`src/rtl/fib_ram_ctrl.sv`:
```
// fib_ram_ctrl: fills an external single-port RAM with the first count Fibonacci terms
// Ports:
//   clk_i, rst_ni          clock, asynchronous active-low reset
//   start_i, count_i       fill request and number of terms, sampled in IDLE
//   host_addr_i            host read address, routed to the RAM while idle
//   host_rd_data_o         host read data (RAM read data passed through)
//   busy_o, done_o, ovf_o  fill in progress, end-of-fill pulse, sticky truncation flag
//   ram_addr_o, ram_data_in_o, ram_we_o, ram_data_out_i   single-port RAM interface
module fib_ram_ctrl #(
   parameter int N = 6,
   parameter int M = 8
) (
   input  logic         clk_i,
   input  logic         rst_ni,
   input  logic         start_i,
   input  logic [N-1:0] count_i,
   input  logic [N-1:0] host_addr_i,
   output logic [M-1:0] host_rd_data_o,
   output logic         busy_o,
   output logic         done_o,
   output logic         ovf_o,
   output logic [N-1:0] ram_addr_o,
   output logic [M-1:0] ram_data_in_o,
   output logic         ram_we_o,
   input  logic [M-1:0] ram_data_out_i
);
   typedef enum logic [1:0] {IDLE, WRITE, FINISH} state_e;
   state_e       state_q, state_d;
   logic [M-1:0] a_q, a_d, b_q, b_d;
   logic         af_q, af_d, bf_q, bf_d;
   logic [N-1:0] idx_q, idx_d, cnt_q, cnt_d;
   logic         ovf_q, ovf_d;
   logic [M:0]   sum;
   always_ff @(posedge clk_i or negedge rst_ni) begin
      if (!rst_ni) begin
         state_q <= IDLE;
         a_q     <= '0;
         b_q     <= '0;
         af_q    <= 1'b0;
         bf_q    <= 1'b0;
         idx_q   <= '0;
         cnt_q   <= '0;
         ovf_q   <= 1'b0;
      end else begin
         state_q <= state_d;
         a_q     <= a_d;
         b_q     <= b_d;
         af_q    <= af_d;
         bf_q    <= bf_d;
         idx_q   <= idx_d;
         cnt_q   <= cnt_d;
         ovf_q   <= ovf_d;
      end
   end
   always_comb begin
      state_d = state_q;
      a_d     = a_q;
      b_d     = b_q;
      af_d    = af_q;
      bf_d    = bf_q;
      idx_d   = idx_q;
      cnt_d   = cnt_q;
      ovf_d   = ovf_q;
      sum     = {1'b0, a_q} + {1'b0, b_q};
      case (state_q)
         IDLE: if (start_i) begin
            ovf_d = 1'b0;
            if (count_i != '0) begin
               cnt_d   = count_i;
               a_d     = '0;
               b_d     = M'(1);
               af_d    = 1'b0;
               bf_d    = 1'b0;
               idx_d   = '0;
               state_d = WRITE;
            end else begin
               state_d = FINISH;
            end
         end
         WRITE: begin
            // each flag marks a term whose true value no longer fits in M bits;
            // only the term being written (a) may raise ovf
            a_d   = b_q;
            af_d  = bf_q;
            b_d   = sum[M-1:0];
            bf_d  = sum[M] | af_q | bf_q;
            idx_d = idx_q + N'(1);
            ovf_d = ovf_q | af_q;
            if (idx_q == cnt_q - N'(1)) state_d = FINISH;
         end
         FINISH: state_d = IDLE;
         default: state_d = IDLE;
      endcase
   end
   assign busy_o         = (state_q == WRITE);
   assign ram_we_o       = (state_q == WRITE);
   assign done_o         = (state_q == FINISH);
   assign ovf_o          = ovf_q;
   assign ram_addr_o     = (state_q == WRITE) ? idx_q : host_addr_i;
   assign ram_data_in_o  = a_q;
   assign host_rd_data_o = ram_data_out_i;
endmodule

```
`config.mk`:
```
export PLATFORM = sky130hd
export DESIGN_NAME = fib_ram_ctrl
export DESIGN_NICKNAME = d
export VERILOG_FILES = /design/src/rtl/fib_ram_ctrl.sv
export SDC_FILE = /design/constraint.sdc
export NUM_CORES = 1
export LEC_CHECK = 0
export ABC_CLOCK_PERIOD_IN_PS = 3000
export CORE_MARGIN = 2
export CORE_UTILIZATION = 24
export DETAILED_ROUTE_END_ITERATION = 12
export GPL_ROUTABILITY_DRIVEN = 1
export HOLD_SLACK_MARGIN = 0.05
export SETUP_SLACK_MARGIN = 0.15
export SYNTH_ARGS = -nofsm -noshare
export SYNTH_HDL_FRONTEND = slang
export SYNTH_SLANG_ARGS = --single-unit
```
`constraint.sdc`:
```
create_clock -name clk_i -period 3 [get_ports clk_i]
set_input_delay 0.3 -clock clk_i [delete_from_list [all_inputs] [get_ports clk_i]]
set_output_delay 0.3 -clock clk_i [all_outputs]
set_load 0.01 [all_outputs]
```
==> results.sh <==
export IMPL_ff_latch_area_sq_um=826
export IMPL_htreeDepth=2
export IMPL_synth_async_reset_ratio_pct=100
export IMPL_setup_viol=0
export IMPL_grt_overflow=0
export IMPL_hold_viol_final=0
export IMPL_avgSynthCellArea_sq_um=10.7
export IMPL_core_area_sq_mm=0.00773
export IMPL_detailedPlacementHpwl_um=2920
export IMPL_cts_repair_resized=0
export IMPL_pwr_density_cell_mw_per_mm2=1210
export IMPL_required_ns=2.70
export IMPL_synth_ff_type="dfrtp_1"
export IMPL_maxSlewViolCount=0
export IMPL_via_per_inst=4.61
export IMPL_grt_pass1_wl_um=6830
export IMPL_dieWidth_um=93.4
export IMPL_cts_root_buffer="clkbuf_8"
export IMPL_outcome="finished clean"
export IMPL_die_h_um=93.4
export IMPL_synth_edff_count=0
export IMPL_ir_worst_vdd_v=0.000384
export IMPL_routedWlPerCell_um=13.0
export IMPL_numPortBuffers=32
export IMPL_grt_pass1_vias=1411
export IMPL_vias=1424
export IMPL_dieArea_sq_mm=0.00872
export IMPL_clock_path_buffers=2
export IMPL_grt_max_degree=34
export IMPL_start_util_pct=24.8
export IMPL_dr_pass1_iters=4
export IMPL_drtAntennaViolNets=0
export IMPL_synth_top_area_share_pct=43.1
export IMPL_insertion_delay_ns=0.28
export IMPL_yosys_warnings=0
export IMPL_fin_crit_ns=2.43
export IMPL_final_common_cell="dfrtp_1"
export IMPL_cp_data_arrival_time_ns=2.13
export IMPL_fill_cells=808
export IMPL_cts_tree="done"
export IMPL_final_net_count=241
export IMPL_p_leak_uw=0.000974
export IMPL_hold_class="in -> async"
export IMPL_globalplace_congestion=0.771
export IMPL_fp_row_count=32
export IMPL_crit_fanout=9
export IMPL_critPathKind="reg -> out"
export IMPL_timing_setup_tns_ns=0
export IMPL_rsz0062_at_grt="false"
export IMPL_period_share_pct=81.1
export IMPL_mostFrequentLayoutCells="33 x dfrtp_1, 32 x clkdlybuf4s50_1, 15 x a22o_1, 13 x o21ai_0"
export IMPL_endpoint_kind="output port"
export IMPL_area_growth_pct=24.5
export IMPL_synth_area_sq_mm=0.00192
export IMPL_drt_iter0_markers=84
export IMPL_track_usage_pct=9.86
export IMPL_yosys_area_top_type="dfrtp_1"
export IMPL_ys_seq_area_share_pct=43.1
export IMPL_n_antenna_cell=0
export IMPL_antenna_found_initial=0
export IMPL_synthCells=179
export IMPL_cts_sinks=33
export IMPL_multi_input_area_sq_um=970
export IMPL_drc_errors=0
export IMPL_finalWirelength_um=4010
export IMPL_path_clk_slew_ns=0.07
export IMPL_syn_nets=213
export IMPL_synth_distinct_cells=41
export IMPL_final_layout_size_suffix_gt1_share_pct=14.5
export IMPL_cp_start_kind="flop"
export IMPL_synth_seq_cells=33
export IMPL_cts_made_buffers=5
export IMPL_fmaxAchievable_mhz=411
export IMPL_postCtsSetupBuffers=0
export IMPL_fin_skew_ns=0.00919
export IMPL_synth_area_top_cells="dfrtp_1 43%, a22o_1 6.9%, ha_1 6.5%, mux2_2 5.3%, buf_4 3.5%"
export IMPL_finalPower_uw=2890
export IMPL_drv_cap=0
export IMPL_io_pin_count=49
export IMPL_cts_hold_buffers=0
export IMPL_relSlewSlack_pct=54.8
export IMPL_worst_pin_slew_ns=0.674
## layer usage
| layer | wire length, um | GRT usage (%) |
|---|---|---|
| met1 | 2030 | 13.2 |
| met2 | 1730 | 15.1 |
| met5 | 0 | 0 |
| met4 | 44 | 3.31 |
| met3 | 201 | 2.98 |
## state kept, by name, indices dropped and copies added, names as in the netlist
name / flops
idx_q: 6
ovf_o: 1
cnt_q: 6
ram_data_in_o: 8
af_q: 1
bf_q: 1
state_q: 2
b_q: 8
## path summary, 6_finish.rpt
path,from,to,slack (ns),cells after the start
max in group asynchronous,rst_ni,cnt_q[4]$_DFFE_PN0P_,2.28,2
hold reg to reg,bf_q$_DFFE_PN0P_,bf_q$_DFFE_PN0P_,0.51,1
setup / recovery,state_q[0]$_DFFE_PN0P_,ram_addr_o[1],0.57,3
min in group clk_i,bf_q$_DFFE_PN0P_,bf_q$_DFFE_PN0P_,0.51,1
setup reg to reg,ram_data_in_o[0]$_DFFE_PN0P_,b_q[6]$_DFFE_PN0P_,0.93,7
hold / removal,rst_ni,cnt_q[0]$_DFFE_PN0P_,0.42,2
## cell usage after synthesis, types with 3 or more instances
master,instances
dfrtp_1,33
a22o_1,15
o21ai_0,13
ha_1,10
nor2_1,10
buf_4,9
mux2_2,9
nand2_1,9
a21oi_1,8
xnor2_1,7
xor2_1,7
a211oi_1,5
inv_1,5
buf_2,3
clkbuf_1,3
## where the power goes
part	leakage, uW	internal, uW	total [uW]	switching, uW
sequential	0.000388	667	894	227
combinational	0.000542	915	1660	743
clock	0.0000443	182	338	156
## layout make-up
| cell class | count | area share [%] |
|---|---|---|
| sequential | 33 | 34.6 |
| timing repair buffer | 37 | 15.0 |
| tap | 102 | 5.35 |
| clock buffer | 7 | 3.62 |
| inverter | 5 | 0.787 |
| multi-input combinational | 125 | 40.6 |
## through the flow
stage | utilization [%] | hold slack [ns] | setup slack, ns | std cells | area [sq um]
floorplan | - | 0.00441 | 1.04 | 179 | 1920
global placement | 29.8 | 0.473 | 0.779 | 302 | 2300
detailed placement | 29.8 | 0.492 | 0.717 | 302 | 2300
CTS | 30.9 | 0.441 | 0.532 | 309 | 2390
global route | 30.9 | 0.455 | 0.463 | 309 | 2390
finish | 30.9 | 0.415 | 0.568 | 309 | 2390
## critical path: stages, from the launching register on
cell and delay, ns:
dfrtp_1 0.45, nor2b_2 0.53, mux2_2 0.40, clkdlybuf4s50_1 0.48
## cell families after synthesis
logic type / Yosys count / share of synthesized area, %
flops: 33 / 43.1
fa+ha+maj: 11 / 7.57
mux: 10 / 6.07
xor+xnor: 14 / 6.40
compound gates: 56 / 21.0
buf+inv: 21 / 6.46
simple gates: 34 / 9.47
No activity file was read; power rests on OpenSTA's default activity.
